File: src/rtl/cic_pkg.sv
// Shared elaboration-time helpers for the CIC interpolator.
//   clog2_int  : ceiling log2 of a positive integer
//   is_pow2    : true when the argument is a positive power of two
//   cic_width  : internal datapath width W = bits + m*log2(r) + 1
//   cic_shift  : right shift that normalises the DC gain r^(m-1) back to 1
package cic_pkg;

   function automatic int clog2_int(input int v);
      int r;
      r = 0;
      for (int i = 0; i < 31; i++) begin
         if ((1 << i) < v) r = i + 1;
      end
      return r;
   endfunction

   function automatic bit is_pow2(input int v);
      return (v > 0) && ((v & (v - 1)) == 0);
   endfunction

   function automatic int cic_width(input int bits, input int m, input int r);
      return bits + m * clog2_int(r) + 1;
   endfunction

   function automatic int cic_shift(input int m, input int r);
      return (m - 1) * clog2_int(r);
   endfunction

endpackage

File: src/rtl/cic_interp_axis_if.sv
// Stream bundle for the CIC interpolator: low-rate input stream, full-rate
// output stream and the underflow sideband.
//   slave  : the interpolator's view (consumes S_AXIS_*, produces M_AXIS_*)
//   master : the surrounding logic's view (drives S_AXIS_*, observes the rest)
//
// Handshake: an input transfer happens on a rising clk edge where both
// S_AXIS_tvalid and S_AXIS_tready are high. tready rises for exactly one
// cycle in R and never depends on tvalid; an upstream that sees tready low
// must hold its sample. The output side has no ready: M_AXIS_tvalid, once
// high, stays high and every clock carries a new sample.
interface cic_interp_axis_if #(
   parameter int AXIS_TDATA_WIDTH = 32
);
   logic [AXIS_TDATA_WIDTH-1:0] S_AXIS_tdata;
   logic                        S_AXIS_tvalid;
   logic                        S_AXIS_tready;
   logic [AXIS_TDATA_WIDTH-1:0] M_AXIS_tdata;
   logic                        M_AXIS_tvalid;
   logic                        underflow;

   modport slave (
      input  S_AXIS_tdata, S_AXIS_tvalid,
      output S_AXIS_tready, M_AXIS_tdata, M_AXIS_tvalid, underflow
   );

   modport master (
      output S_AXIS_tdata, S_AXIS_tvalid,
      input  S_AXIS_tready, M_AXIS_tdata, M_AXIS_tvalid, underflow
   );
endinterface

File: src/rtl/cic_interp_axis_integrator_chain.sv
// M cascaded W-bit accumulators running every clock at the full rate.
//   clk, rst : clock and synchronous active-high reset (clears all stages)
//   u        : zero-stuffed input, added into the first stage every cycle
//   acc_out  : last stage value
// All sums wrap modulo 2^W; that wrap is what lets the comb section cancel
// the integrator growth exactly.
module cic_integrator_chain #(
   parameter int W = 25,
   parameter int M = 2
) (
   input  logic                clk,
   input  logic                rst,
   input  logic signed [W-1:0] u,
   output logic signed [W-1:0] acc_out
);

   logic signed [W-1:0] acc [M];

   always_ff @(posedge clk) begin
      if (rst) begin
         for (int i = 0; i < M; i++) acc[i] <= '0;
      end else begin
         acc[0] <= acc[0] + u;
         // Each stage adds the previous stage's value from before this edge.
         for (int i = 1; i < M; i++) acc[i] <= acc[i] + acc[i-1];
      end
   end

   assign acc_out = acc[M-1];

endmodule

File: src/rtl/cic_interp_axis.sv
// Single-channel CIC interpolator with AXI-Stream style ports.
// Accepts one sample every R clocks, runs M comb stages at the low rate,
// zero-stuffs to the clock rate, integrates with M stages and emits one
// gain-normalised sample per clock.
//   clk  : sole clock
//   rst  : synchronous active-high reset
//   axis : S_AXIS_tdata/tvalid/tready (low-rate input, bits [BIT_LENGTH-1:0]
//          used), M_AXIS_tdata/tvalid (full-rate output, upper bits
//          sign-extended when SE=1, zero otherwise), underflow (one-cycle
//          pulse when an accept slot passes without tvalid)
module cic_interp_axis
   import cic_pkg::*;
#(
   parameter int AXIS_TDATA_WIDTH = 32,
   parameter int BIT_LENGTH       = 14,
   parameter int R                = 32,
   parameter int M                = 2,
   parameter int SE               = 0
) (
   input logic            clk,
   input logic            rst,
   cic_interp_axis_if.slave axis
);

   localparam int LOG2R = clog2_int(R);
   localparam int W     = cic_width(BIT_LENGTH, M, R);
   localparam int SHIFT = cic_shift(M, R);

   if (!is_pow2(R) || (R < M + 2) || (M < 1)) begin : g_bad_params
      $error("cic_interp_axis: R must be a power of two, R >= M+2 and M >= 1");
   end

   logic [LOG2R-1:0]            p;
   logic                        slot;
   logic signed [BIT_LENGTH-1:0] x_in;
   logic signed [W-1:0]         x;
   logic signed [W-1:0]         comb_chain [M+1];
   logic signed [W-1:0]         u;
   logic signed [W-1:0]         i_out;
   logic [BIT_LENGTH-1:0]       y;
   logic [2*M+1:0]              vld_pipe;
   logic [AXIS_TDATA_WIDTH-1:0] tdata_fmt;
   logic                        unused_tdata;
   logic                        unused_acc;

   // Free-running phase; R is a power of two so the natural wrap is 0..R-1.
   always_ff @(posedge clk) begin
      if (rst) p <= '0;
      else     p <= p + 1'b1;
   end

   assign slot = (p == '0);
   assign x_in = axis.S_AXIS_tdata[BIT_LENGTH-1:0];

   // A missing sample at the slot is treated as a zero input.
   always_ff @(posedge clk) begin
      if (rst) begin
         x <= '0;
      end else if (slot) begin
         if (axis.S_AXIS_tvalid) x <= {{(W-BIT_LENGTH){x_in[BIT_LENGTH-1]}}, x_in};
         else                    x <= '0;
      end
   end

   // Comb stage j fires on phase j only, so each sample ripples through the
   // M stages on consecutive cycles right after it is captured.
   assign comb_chain[0] = x;

   for (genvar j = 1; j <= M; j++) begin : g_comb
      logic signed [W-1:0] c_q;
      logic signed [W-1:0] d_q;

      always_ff @(posedge clk) begin
         if (rst) begin
            c_q <= '0;
            d_q <= '0;
         end else if (p == LOG2R'(j)) begin
            c_q <= comb_chain[j-1] - d_q;
            d_q <= comb_chain[j-1];
         end
      end

      assign comb_chain[j] = c_q;
   end

   // Zero-stuffing: the comb result enters the integrators for one cycle.
   assign u = (p == LOG2R'(M + 1)) ? comb_chain[M] : '0;

   cic_integrator_chain #(
      .W (W),
      .M (M)
   ) u_integ (
      .clk     (clk),
      .rst     (rst),
      .u       (u),
      .acc_out (i_out)
   );

   // Arithmetic shift by SHIFT followed by truncation to BIT_LENGTH bits is
   // just this slice; no saturation, out-of-range results wrap.
   always_ff @(posedge clk) begin
      if (rst) y <= '0;
      else     y <= i_out[SHIFT +: BIT_LENGTH];
   end

   // Marker launched on the first accept edge; it reaches the top bit on the
   // same edge the first sample reaches y (2M+1 edges later) and then stays.
   always_ff @(posedge clk) begin
      if (rst) vld_pipe <= '0;
      else     vld_pipe <= {vld_pipe[2*M:0], vld_pipe[0] | slot};
   end

   always_comb begin
      tdata_fmt = '0;
      tdata_fmt[BIT_LENGTH-1:0] = y;
      if ((SE != 0) && y[BIT_LENGTH-1]) tdata_fmt[AXIS_TDATA_WIDTH-1:BIT_LENGTH] = '1;
   end

   // Outputs are forced quiet while rst is high, not only after the reset edge.
   assign axis.S_AXIS_tready = slot & ~rst;
   assign axis.underflow     = slot & ~rst & ~axis.S_AXIS_tvalid;
   assign axis.M_AXIS_tvalid = vld_pipe[2*M+1] & ~rst;
   assign axis.M_AXIS_tdata  = rst ? '0 : tdata_fmt;

   // Upper tdata bits and the integrator bits outside the output window are
   // intentionally dropped.
   assign unused_tdata = ^axis.S_AXIS_tdata;
   assign unused_acc   = ^i_out;

endmodule
File: src/flat_wrapper.sv
// flat-port wrapper written by rule: the top's interface ports become plain ports
module cic_interp_axis_flat import cic_pkg::*;
#(
   parameter int AXIS_TDATA_WIDTH = 32,
   parameter int BIT_LENGTH       = 14,
   parameter int R                = 32,
   parameter int M                = 2,
   parameter int SE               = 0
)
  (clk, rst, axis_S_AXIS_tdata, axis_S_AXIS_tvalid, axis_S_AXIS_tready, axis_M_AXIS_tdata, axis_M_AXIS_tvalid, axis_underflow);
  cic_interp_axis_if #(.AXIS_TDATA_WIDTH(AXIS_TDATA_WIDTH)) axis_i ();
  input logic clk;
  input logic rst;
  input wire logic [$bits(axis_i.S_AXIS_tdata)-1:0] axis_S_AXIS_tdata;
  input wire logic [$bits(axis_i.S_AXIS_tvalid)-1:0] axis_S_AXIS_tvalid;
  output wire logic [$bits(axis_i.S_AXIS_tready)-1:0] axis_S_AXIS_tready;
  output wire logic [$bits(axis_i.M_AXIS_tdata)-1:0] axis_M_AXIS_tdata;
  output wire logic [$bits(axis_i.M_AXIS_tvalid)-1:0] axis_M_AXIS_tvalid;
  output wire logic [$bits(axis_i.underflow)-1:0] axis_underflow;
  assign axis_i.S_AXIS_tdata = axis_S_AXIS_tdata;
  assign axis_i.S_AXIS_tvalid = axis_S_AXIS_tvalid;
  assign axis_S_AXIS_tready = axis_i.S_AXIS_tready;
  assign axis_M_AXIS_tdata = axis_i.M_AXIS_tdata;
  assign axis_M_AXIS_tvalid = axis_i.M_AXIS_tvalid;
  assign axis_underflow = axis_i.underflow;
  cic_interp_axis #(.AXIS_TDATA_WIDTH(AXIS_TDATA_WIDTH), .BIT_LENGTH(BIT_LENGTH), .R(R), .M(M), .SE(SE)) u_core (.clk(clk), .rst(rst), .axis(axis_i));
endmodule
File: config.mk
export PLATFORM = sky130hd
export DESIGN_NAME = cic_interp_axis_flat
export DESIGN_NICKNAME = d
export VERILOG_FILES = /design/src/rtl/cic_pkg.sv /design/src/rtl/cic_interp_axis_if.sv /design/src/rtl/cic_interp_axis_integrator_chain.sv /design/src/rtl/cic_interp_axis.sv /design/src/flat_wrapper.sv
export SDC_FILE = /design/constraint.sdc
export NUM_CORES = 1
export LEC_CHECK = 0
export BUFFER_PORTS_ARGS = -buffer_cell sky130_fd_sc_hd__buf_2
export CORE_MARGIN = 10
export CORE_UTILIZATION = 45
export CTS_BUF_LIST = sky130_fd_sc_hd__clkbuf_4 sky130_fd_sc_hd__clkbuf_8 sky130_fd_sc_hd__clkbuf_16
export DETAILED_ROUTE_END_ITERATION = 12
export PLACE_DENSITY = 0.61
export SETUP_SLACK_MARGIN = 0.05
export SLEW_MARGIN = 30
export SYNTH_ARGS = -nofsm -noshare
export SYNTH_HDL_FRONTEND = slang
export SYNTH_SLANG_ARGS = --single-unit
File: constraint.sdc
create_clock -name clk -period 4 [get_ports clk]
set_clock_uncertainty 0.2 [all_clocks]
set_input_delay 1 -clock clk [delete_from_list [all_inputs] [get_ports clk]]
set_output_delay 1 -clock clk [all_outputs]
set_load 0.01 [all_outputs]
==> parameters.txt, run 1 <==
Parameter                              Value

Run status
  Result of the run    finished, final reports clean

Finish
  Net total in the final layout    1113
  Leading cell type in the layout, fill and taps excluded    dfxtp_1
  Number of diodes added for antenna fixing    0
  Share of final-layout standard cells stronger than drive strength 1    0.08571
  Area added between synthesis and finish    11.43%
  Commonest cells after routing, fill and taps aside    dfxtp_1 (148), nand2_1 (116), a21oi_1 (92)
  Fill count    1728

Floorplan
  Vertical die dimension    154.6 um
  Die Outline Area    23900 um^2
  Initial core utilization    0.4554
  Die outline width    154.6 um
  Core area    17900 um^2
  Top-level port count    70
  Site row count    49

Timing
  Relative slew slack    0.6088
  TNS Setup    0 ns
  Shortest clock period the worst path allows after layout    3.212 ns
  Final-report hold violation count    0
  Count of endpoints failing setup in the final report    0
  Worst-margin pin slew    0.5869 ns
  Slew Viols, Final    0
  Final Cycle Share    0.8030
  RSZ-0062 raised after global routing    no
  Worst Hold Slack    0.2367 ns
  Peak clock frequency supported by timing    311.3 MHz

Detailed routing
  Via count    6338
  WL final    15790 um
  Post-DR wirelength/cell    12.69 um
  DR DRC count    0
  Vias per Instance    5.095
  Antenna viol nets, final    0
  First-pass DRT Iterations    4
  Detailed router's first-iteration violation count    333

Power and ir drop
  Pint    2.853 mW
  NetSw    1.061 mW
  Power share of the sequential group    0.406
  Combinational group share of total power    0.170
  Static leakage    3.985 nW
  Maximum resistive drop on vdd    0.4463 mV
  Switching share of total power    0.2711
  PwrDens    430.9 nW/um^2
  Clock Power Share    0.424

Place
  Post-detail-place hpwl    11440 um
  IO Port Bufs    33
  Final estimated routing congestion in global placement    0.8348

CTS
  Worst-skew pair later-pin latency    0.42 ns
  Setup Fix Bufs, Post-CTS    0
  Root Driver    clkbuf_16
  Clock buffers created by TritonCTS    17
  Gates resized, CTS repair    0
  Count of hold-fix buffers inserted at cts    0
  Clock sink count    148
  Clk pin slew, worst setup/hold paths    0.06 ns
  CTS H-tree lvls    4
  Number of buffers on the longest clock path    2
  Clock tree from TritonCTS    built

Flow run
  # Max-Cap Violations    0

Setup path
  Worst setup SP type    register
  Depth of the worst register-to-register path    13
  Kind of capture point of the worst setup path    register
  Setup slack on the worst flop-to-flop path    0.79 ns
  Start of the worst register-to-register path    u_core.p[0]
  Largest fanout of any net on the critical path    5
  Arr. time, crit path    3.32 ns
  Reg-to-reg critical path endpoint    u_core.u_integ.acc[0][17]
  Category of the critical setup timing path    reg -> reg
  Required @ worst endpoint    4.11 ns

Yosys
  Post-Synthesis Mean Instance Area    8.311 um^2
  Post-synthesis instance area    8153 um^2
  Number of warnings issued by yosys    0
  Most used flip-flop cell after synthesis    dfxtp_1
  Cell count after synthesis    981
  Asr flop ratio synth    0
  Number of flops mapped to enable cells by yosys    0
  Post-synthesis cell type count    65
  Fraction of the yosys area taken by sequential cells    0.3634
  Number of storage elements in the synthesis netlist    148

Global routing
  GRT met1 Usage    0.1589
  GR Overflow Total    0
  Largest net degree at the start of global routing    48
  Total track usage    0.1354
  Via count of the first global-routing pass    6053
  Met3 usage    0.04132
  GR Layer Usage met2    0.2304
  Most heavily used metal layer in global routing    met2
  Antenna violations before repair    0
  Wire length of the first global-routing pass    27480 um

Worst hold path
  Endpoint of the worst hold path    u_core.vld_pipe[4]
  WHS Path Cells    1
  Class of the worst hold path    reg -> reg
  Startpoint of the worst hold path    u_core.vld_pipe[3]
## Yosys cell counts (all sizes together) (3+ instances only)
cell       n  area, um^2
o211ai     3       22.52
a21o      26       195.2
and2       8       50.05
fa         4       80.08
nand2    116       435.4
or3        6       37.54
xnor2     21       183.9
o21a       9       68.82
xor2      22       192.7
dfxtp    148        2963
o31ai      3       22.52
buf       28       180.2
o21ai     34       173.9
o21bai     6       45.04
ha        72       900.9
nor2b     53       339.1
nor2      71       266.5
clkbuf    30       112.6
nor3b      5       37.54
nand4      8       50.05
a31oi      9       56.30
and3      30       187.7
nand3     13       65.06
nor4       4       25.02
a2111oi    5       56.31
a21oi     93       465.5
nand2b     8       50.05
a21boi     4       30.03
inv       60       225.2
a211o      3       26.28
a22o      16       140.1
a211oi     6       45.04
a22oi      3       22.52
nor3      22       110.1
## per-layer routing
metal | wire length [um] | up-vias | share of wire
met1 | 7502 | 2815 | 0.48
met4 | 180 | 0 | 0.011
met2 | 7315 | 87 | 0.46
met3 | 791 | 15 | 0.050
li1 | - | 3421 | -
met5 | 0 | - | 0
## power by group through the flow
stage / Combinational (mW) / Clock (mW) / Sequential, mW
after global placement: 0.662 / 0 / 1.62
final: 0.666 / 1.66 / 1.59
after global routing: 0.758 / 1.78 / 1.60
after CTS: 0.671 / 1.71 / 1.59
after detailed placement: 0.667 / 0 / 1.62
after floorplan: 0.546 / 0 / 1.61
## flip-flops by register name, indices dropped and copies added, names as in the netlist
register            flops
u_core.g_comb.c_q      38
u_core.x               14
u_core.p                5
u_core.g_comb.d_q      33
u_core.vld_pipe         6
u_core.y               14
u_core.u_integ.acc     38
## how the worst max path moves through the flow
stage                 from                        end  slack, ns  depth (start not counted)
6_report       u_core.p[0]  u_core.u_integ.acc[0][17]       0.79                         13
2_1_floorplan  u_core.p[2]   u_core.u_integ.acc[0][8]       0.74                         15
3_5_place_dp   u_core.p[0]  u_core.u_integ.acc[0][17]       0.75                         13
5_1_grt        u_core.p[0]  u_core.u_integ.acc[0][17]       0.55                         13
3_3_place_gp   u_core.p[2]  u_core.u_integ.acc[0][17]       0.81                         13
4_1_cts        u_core.p[0]  u_core.u_integ.acc[0][17]       0.74                         13
## worst max-delay path: stages (launching register included)
cell and delay (ns):
dfxtp_1 0.35, ha_1 0.22, and2_1 0.18, nand2_1 0.13, inv_1 0.05, ha_1 0.26
a21o_1 0.18, a21o_1 0.22, a2111oi_2 0.49, o21ba_2 0.26, o31a_1 0.22, o21ai_0 0.15
xnor2_1 0.15, nor2_1 0.05
## layout make-up
class                           count  area, um^2  share of cell area
Timing Repair Buffer               43       242.7             0.02672
Multi-Input combinational cell    732        4745              0.5222
Clock inverter                     11       148.9             0.01639
Clock buffer                       21       474.2             0.05220
Sequential cell                   148        2963              0.3261
Inverter                           60       225.2             0.02479
Tap cell                          229       286.5             0.03154
## per-stage QoR
stage               cell area, um^2    util  std cells  setup WS [ns]  power, mW
global route                   9085  0.5075       1244         0.5453      4.137
detailed placement             8458  0.4725       1212         0.7490      2.290
CTS                            9081  0.5073       1244         0.7393      3.972
global placement               8458  0.4725       1212         0.8060      2.283
finish                         9085  0.5075       1244         0.7879      3.915
floorplan                      8217       -        998         0.7439      2.153
## cell families (layout without fill, tap and decap cells)
family | Yosys count | after routing | share of synthesized area
simple gates | 353 | 353 | 0.2116
compound gates | 239 | 239 | 0.1905
flops | 148 | 148 | 0.3634
buf+inv | 118 | 135 | 0.06354
fa+ha+maj | 76 | 76 | 0.1203
xor+xnor | 43 | 43 | 0.04619
mux | 3 | 3 | 0.003990
other cells | 1 | 18 | 0.0004600
No activity file was read; power rests on OpenSTA's default activity.
==> inputs of run 2 (changes only) <==
- PLACE_DENSITY: 0.61 -> 0.63
- clock period: 4 -> 2.8 ns (I/O delays scaled with it)
==> parameters.txt, run 2 (same netlist as run 1, synthesis figures left out) <==
Parameter                              Value

Setup path
  Critical path's top delay family    compound AO/OA/AOI/OAI gates (unchanged)
  Worst setup SP type    register (unchanged)
  Library cell appearing most often on the critical path    buf_6
  Stage delay of the slowest cell on the critical path    0.36 ns (was 0.49 ns)
  Category of the critical setup timing path    reg -> reg (unchanged)
  Number of buffers and inverters on the critical path    3 (was 1)
  Required @ worst endpoint    2.92 ns (was 4.11 ns)
  CP max stage cell    a2111oi_4 (was a2111oi_2)
  Crit path cell chain    nor3_4 > buf_6 > and3_4 > ha_4 > buf_6 > a21o_1 > a2111oi_4 > o21ba_2 > o31a_1 > buf_4 > xor2_1 > nor2_1 (was ha_1 > and2_1 > nand2_1 > inv_1 > ha_1 > a21o_1 > a21o_1 > a2111oi_2 > o21ba_2 > o31a_1 > o21ai_0 > xnor2_1 > nor2_1)
  Largest fanout of any net on the critical path    8 (was 5)
  Arr. time, crit path    2.99 ns (was 3.32 ns)
  Kind of capture point of the worst setup path    register (unchanged)

Power and ir drop
  PwrDens    605.5 nW/um^2 (was 430.9 nW/um^2)
  Maximum resistive drop on vdd    0.7562 mV (was 0.4463 mV)
  Static leakage    4.329 nW (was 3.985 nW)

Place
  Cell total after placement    1250 (was 1212)
  IO Port Bufs    33 (unchanged)
  Worst Setup Slack post-DPL    -0.2841 ns (was 0.7490 ns)
  Post-detail-place hpwl    12220 um (was 11440 um)
  Final estimated routing congestion in global placement    0.8338 (was 0.8348)

Finish
  Share of final-layout standard cells stronger than drive strength 1    0.1781 (was 0.08571)
  Commonest cells after routing, fill and taps aside    dfxtp_1 (143), nand2_1 (115), a21oi_1 (87) (was dfxtp_1 (148), nand2_1 (116), a21oi_1 (92))
  Net total in the final layout    1165 (was 1113)
  Post-layout utilization of the core    0.5502 (was 0.5075)
  Largest registers in the final layout    u_core.g_comb.c_q x38, u_core.u_integ.acc x38, u_core.g_comb.d_q x33 (unchanged)
  Count of placed standard cells in the final layout, fillers left out    1296 (was 1244)
  Number of diodes added for antenna fixing    0 (unchanged)
  Area added between synthesis and finish    20.81% (was 11.43%)
  Leading cell type in the layout, fill and taps excluded    dfxtp_1 (unchanged)

Flow run
  # Max-Cap Violations    0 (unchanged)

Timing
  Final-report hold violation count    0 (unchanged)
  Count of endpoints failing setup in the final report    7 (was 0)
  Peak clock frequency supported by timing    347.7 MHz (was 311.3 MHz)
  RSZ-0062 raised after global routing    yes (was no)
  Slew Viols, Final    0 (unchanged)
  TNS Setup    -0.4331 ns (was 0 ns)
  Shortest clock period the worst path allows after layout    2.876 ns (was 3.212 ns)
  Relative slew slack    0.6099 (was 0.6088)
  Final setup slack of the worst path    -0.07618 ns (was 0.7879 ns)
  Final Cycle Share    1.027 (was 0.8030)
  Worst-margin pin slew    0.5852 ns (was 0.5869 ns)

Floorplan
  Vertical die dimension    154.6 um (unchanged)
  Top-level port count    70 (unchanged)
  Site row count    49 (unchanged)
  Die Outline Area    23900 um^2 (unchanged)
  Core area    17900 um^2 (unchanged)
  Die outline width    154.6 um (unchanged)
  Initial core utilization    0.4554 (unchanged)

Worst hold path
  Class of the worst hold path    reg -> reg (unchanged)

Detailed routing
  First-pass DRT Iterations    4 (unchanged)
  DR DRC count    0 (unchanged)
  Via count    6545 (was 6338)
  Sum of met3 wire segment lengths after detailed routing    505 um (was 791 um)
  Post-DR wirelength/cell    12.93 um (was 12.69 um)
  Vias per Instance    5.050 (was 5.095)
  Highest metal used    met4 (unchanged)
  Detailed router's first-iteration violation count    253 (was 333)
  Antenna viol nets, final    0 (unchanged)
  Amount of wire on met2 after detailed routing    8374 um (was 7315 um)
  WL final    16760 um (was 15790 um)
  Routed metal-1 wirelength    7704 um (was 7502 um)

Run status
  Failing checks    negative setup slack
  Result of the run    complete, but fails checks (was finished, final reports clean)

CTS
  CTS H-tree lvls    4 (unchanged)
  Clk pin slew, worst setup/hold paths    0.06 ns (about the same)
  Count of hold-fix buffers inserted at cts    0 (unchanged)
  Root Driver    clkbuf_16 (unchanged)
  Clock sink count    148 (unchanged)
  Number of buffers on the longest clock path    2 (unchanged)
  Clock tree from TritonCTS    built (unchanged)
  Worst-skew pair later-pin latency    0.43 ns (was 0.42 ns)
  Clock buffers created by TritonCTS    17 (unchanged)

Global routing
  Total track usage    0.1426 (was 0.1354)
  Antenna violations before repair    0 (unchanged)
  Via count of the first global-routing pass    6440 (was 6053)
  GR Overflow Total    0 (unchanged)
  Wire length of the first global-routing pass    29060 um (was 27480 um)
  Largest net degree at the start of global routing    52 (was 48)
[run 2: cell types whose count changed in the layout (fill, tap and decap cells not counted), moves of 6 or more]
cell     before  now
buf_4        11   58
o21ai_0      30   24
ha_1         72   64
ha_4          0    7
[run 2: metrics by stage]
step / hold WS (ns) / power (mW) / area, um^2
final: 0.2337 / 5.964 / 9849
after global routing: 0.2668 / 6.275 / 9849
after CTS: 0.2369 / 5.981 / 9672
after detailed placement: 0.2273 / 3.316 / 8825
after global placement: 0.2209 / 3.300 / 8825
after floorplan: 0.2114 / 3.086 / 8339
[run 2: area by class of cell]
class                           instances  area [um^2]
Inverter                               60        225.2
Sequential cell                       148         2969
Clock inverter                         14        249.0
Multi-Input combinational cell        732         5025
Timing Repair Buffer                   95        655.6
Clock buffer                           18        439.2
Tap cell                              229        286.5
Fill cell                            1674         8053
[run 2: worst paths after layout]
kind | startpoint | end | slack (ns) | cells after the start
worst max-delay path | u_core.p[4] | u_core.u_integ.acc[0][13] | -0.08 | 12
worst min-delay path | u_core.vld_pipe[1] | u_core.vld_pipe[2] | 0.23 | 1
worst max register to register | u_core.p[4] | u_core.u_integ.acc[0][13] | -0.08 | 12
worst min register to register | u_core.vld_pipe[1] | u_core.vld_pipe[2] | 0.23 | 1
[run 2: layer usage]
metal	up-vias	GRT usage
met4	0	0.04274
met2	70	0.2537
met3	14	0.03744
met1	2943	0.1629
li1	3518	-
met5	-	0
[run 2: worst register-to-register path: stages, from the launching register on]
cell	delay, ns
dfxtp_2	0.33
nor3_4	0.23
buf_6	0.17
and3_4	0.20
ha_4	0.21
buf_6	0.11
a21o_1	0.21
a2111oi_4	0.36
o21ba_2	0.21
o31a_1	0.21
buf_4	0.14
xor2_1	0.13
nor2_1	0.05
[run 2: timing repair]
item | CTS | global route
pin swaps | 18 | 26
endpoints found under the setup margin | 16 | 31
gates cloned | 1 | 0
gates resized for setup | 24 | 36
setup buffers | 10 | 7
[run 2: power breakdown]
part	switching [mW]	internal, mW
registers	0.0647	2.21
logic	0.601	0.455
clock network	0.926	1.71
==> inputs of run 3 (changes only) <==
- GPL_TIMING_DRIVEN: unset -> 0
==> parameters.txt, run 3 (same netlist as run 1, synthesis figures left out) <==
Parameter                              Value

Setup path
  Depth of the worst register-to-register path    15 (was 12)
  Critical path's top delay family    compound AO/OA/AOI/OAI gates (unchanged)
  Required @ worst endpoint    2.91 ns (was 2.92 ns)
  CP max stage cell    dfxtp_4 (was a2111oi_4)
  Kind of capture point of the worst setup path    register (unchanged)
  Arr. time, crit path    3.12 ns (was 2.99 ns)
  Number of buffers and inverters on the critical path    3 (unchanged)
  Stage delay of the slowest cell on the critical path    0.35 ns (was 0.36 ns)
  Crit path cell chain    ha_4 > buf_8 > clkbuf_16 > and3_4 > ha_4 > inv_2 > fa_2 > nor2b_2 > o21ai_2 > a21oi_4 > o41ai_4 > nand4b_1 > a311oi_2 > xnor2_1 > nor2_1 (was nor3_4 > buf_6 > and3_4 > ha_4 > buf_6 > a21o_1 > a2111oi_4 > o21ba_2 > o31a_1 > buf_4 > xor2_1 > nor2_1)
  Reg-to-reg critical path endpoint    u_core.u_integ.acc[0][18] (was u_core.u_integ.acc[0][13])
  Category of the critical setup timing path    reg -> reg (unchanged)
  Start of the worst register-to-register path    u_core.p[1] (was u_core.p[4])
  Worst setup SP type    register (unchanged)
  Largest fanout of any net on the critical path    8 (unchanged)
  Library cell appearing most often on the critical path    ha_4 (was buf_6)
  Setup slack on the worst flop-to-flop path    -0.22 ns (was -0.08 ns)

CTS
  Clk pin slew, worst setup/hold paths    0.07 ns (was 0.06 ns)
  Root Driver    clkbuf_16 (unchanged)
  Number of buffers on the longest clock path    2 (unchanged)
  Clock tree from TritonCTS    built (unchanged)
  CTS H-tree lvls    4 (unchanged)
  Clock sink count    148 (unchanged)
  Worst-skew pair later-pin latency    0.43 ns (about the same)
  Clock buffers created by TritonCTS    17 (unchanged)
  Count of hold-fix buffers inserted at cts    0 (unchanged)

Finish
  Net total in the final layout    1192 (was 1165)
  Area added between synthesis and finish    21.81% (was 20.81%)
  Count of placed standard cells in the final layout, fillers left out    1323 (was 1296)
  Number of diodes added for antenna fixing    0 (unchanged)
  Largest registers in the final layout    u_core.g_comb.c_q x38, u_core.u_integ.acc x38, u_core.g_comb.d_q x33 (unchanged)
  Fill count    1634 (was 1674)
  Commonest cells after routing, fill and taps aside    dfxtp_1 (139), nand2_1 (115), a21oi_1 (88) (was dfxtp_1 (143), nand2_1 (115), a21oi_1 (87))
  Share of final-layout standard cells stronger than drive strength 1    0.1737 (was 0.1781)
  Leading cell type in the layout, fill and taps excluded    dfxtp_1 (unchanged)

Detailed routing
  DR DRC count    0 (unchanged)
  Antenna viol nets, final    0 (unchanged)
  Detailed router's first-iteration violation count    360 (was 253)
  Vias per Instance    5.083 (was 5.050)
  Via count    6725 (was 6545)
  First-pass DRT Iterations    7 (was 4)
  WL final    18890 um (was 16760 um)
  Post-DR wirelength/cell    14.28 um (was 12.93 um)

Timing
  Final Cycle Share    1.078 (was 1.027)
  Shortest clock period the worst path allows after layout    3.018 ns (was 2.876 ns)
  Slew Viols, Final    0 (unchanged)
  Count of endpoints failing setup in the final report    9 (was 7)
  Relative slew slack    0.5331 (was 0.6099)
  Peak clock frequency supported by timing    331.4 MHz (was 347.7 MHz)
  Worst Hold Slack    0.2376 ns (was 0.2337 ns)
  RSZ-0062 raised after global routing    yes (unchanged)
  Final setup slack of the worst path    -0.2178 ns (was -0.07618 ns)
  Worst-margin pin slew    0.7003 ns (was 0.5852 ns)
  Final-report hold violation count    0 (unchanged)

Place
  Post-detail-place hpwl    13810 um (was 12220 um)
  IO Port Bufs    33 (unchanged)
  Cell total after placement    1260 (was 1250)
  Final estimated routing congestion in global placement    0.8531 (was 0.8338)

Global routing
  Largest net degree at the start of global routing    17 (was 52)
  Via count of the first global-routing pass    6392 (was 6440)
  GR Overflow Total    0 (unchanged)
  Wire length of the first global-routing pass    30870 um (was 29060 um)
  Antenna violations before repair    0 (unchanged)
  Total track usage    0.1559 (was 0.1426)

Floorplan
  Top-level port count    70 (unchanged)
  Core area    17900 um^2 (unchanged)
  Initial core utilization    0.4554 (unchanged)
  Die outline width    154.6 um (unchanged)
  Vertical die dimension    154.6 um (unchanged)
  Die Outline Area    23900 um^2 (unchanged)
  Site row count    49 (unchanged)

Worst hold path
  WHS Path Cells    1 (unchanged)
  Endpoint of the worst hold path    u_core.vld_pipe[5] (was u_core.vld_pipe[2])
  Startpoint of the worst hold path    u_core.vld_pipe[4] (was u_core.vld_pipe[1])
  Class of the worst hold path    reg -> reg (unchanged)

Run status
  Result of the run    complete, but fails checks (unchanged)
  Failing checks    negative setup slack (unchanged)

Power and ir drop
  Maximum resistive drop on vdd    0.4703 mV (was 0.7562 mV)
  PwrDens    584.2 nW/um^2 (was 605.5 nW/um^2)
  Static leakage    4.326 nW (was 4.329 nW)

Flow run
  # Max-Cap Violations    0 (unchanged)
-- run 3: cell count changes in the layout (fill, tap and decap cells not counted), moves of 4 or more --
| cell | delta |
|---|---|
| buf_4 | -10 |
| dfxtp_1 | -4 |
| buf_2 | +4 |
| clkbuf_2 | +4 |
| clkinvlp_4 | +7 |
| clkbuf_1 | +23 |
| buf_1 | +5 |
-- run 3: how the worst max path moves through the flow --
stage	slack, ns	endpoint	start	cells past startpoint
2_1_floorplan	-0.02	u_core.u_integ.acc[0][8]	u_core.p[4]	15
3_3_place_gp	-0.47	axis_underflow	rst	5
3_5_place_dp	-0.47	u_core.u_integ.acc[0][17]	u_core.p[4]	13
4_1_cts	-0.19	u_core.u_integ.acc[0][18]	u_core.p[1]	15
5_1_grt	-0.34	u_core.u_integ.acc[0][18]	u_core.p[0]	15
6_report	-0.22	u_core.u_integ.acc[0][18]	u_core.p[1]	15
-- run 3: through the flow --
step	setup WS, ns	setup TNS [ns]	util	power, mW	cell area (um^2)
2_1_floorplan	-0.02109	-0.02109	-	3.086	8339
3_3_place_gp	-0.4662	-14.12	0.4911	3.320	8791
3_5_place_dp	-0.4662	-13.01	0.4911	3.327	8791
4_1_cts	-0.1910	-1.063	0.5450	5.732	9757
5_1_grt	-0.3360	-2.649	0.5547	6.081	9931
6_report	-0.2178	-1.258	0.5547	5.802	9931
-- run 3: layout make-up --
type / instances / area, um^2 / area share
clock inverters: 14 / 177.7 / 0.01789
repair buffers: 64 / 409.1 / 0.04120
plain buffers: 58 / 359.1 / 0.03616
flip-flops and latches: 148 / 2982 / 0.3002
multi-input cells: 732 / 5056 / 0.5091
well taps: 229 / 286.5 / 0.02885
clock buffers: 18 / 432.9 / 0.04359
inverters: 60 / 227.7 / 0.02293
-- run 3: repair_timing --
action                     4_1_cts  5_1_grt
gates resized for setup         41       37
setup endpoints to repair       37       29
buffers inserted                25        7
pin swaps                       25       26
-- run 3: power breakdown --
part | internal [mW] | total (mW) | switching [mW]
Clock | 1.42 | 2.36 | 0.946
Sequential | 2.21 | 2.27 | 0.0681
Combinational | 0.496 | 1.16 | 0.667
-- run 3: routing by layer --
layer  track usage  wire length (um)  share of wire
met3       0.03494               680          0.036
met2        0.2802              9511           0.50
met4       0.05533               330          0.017
met1        0.1764              8366           0.44
met5             0                 0              0
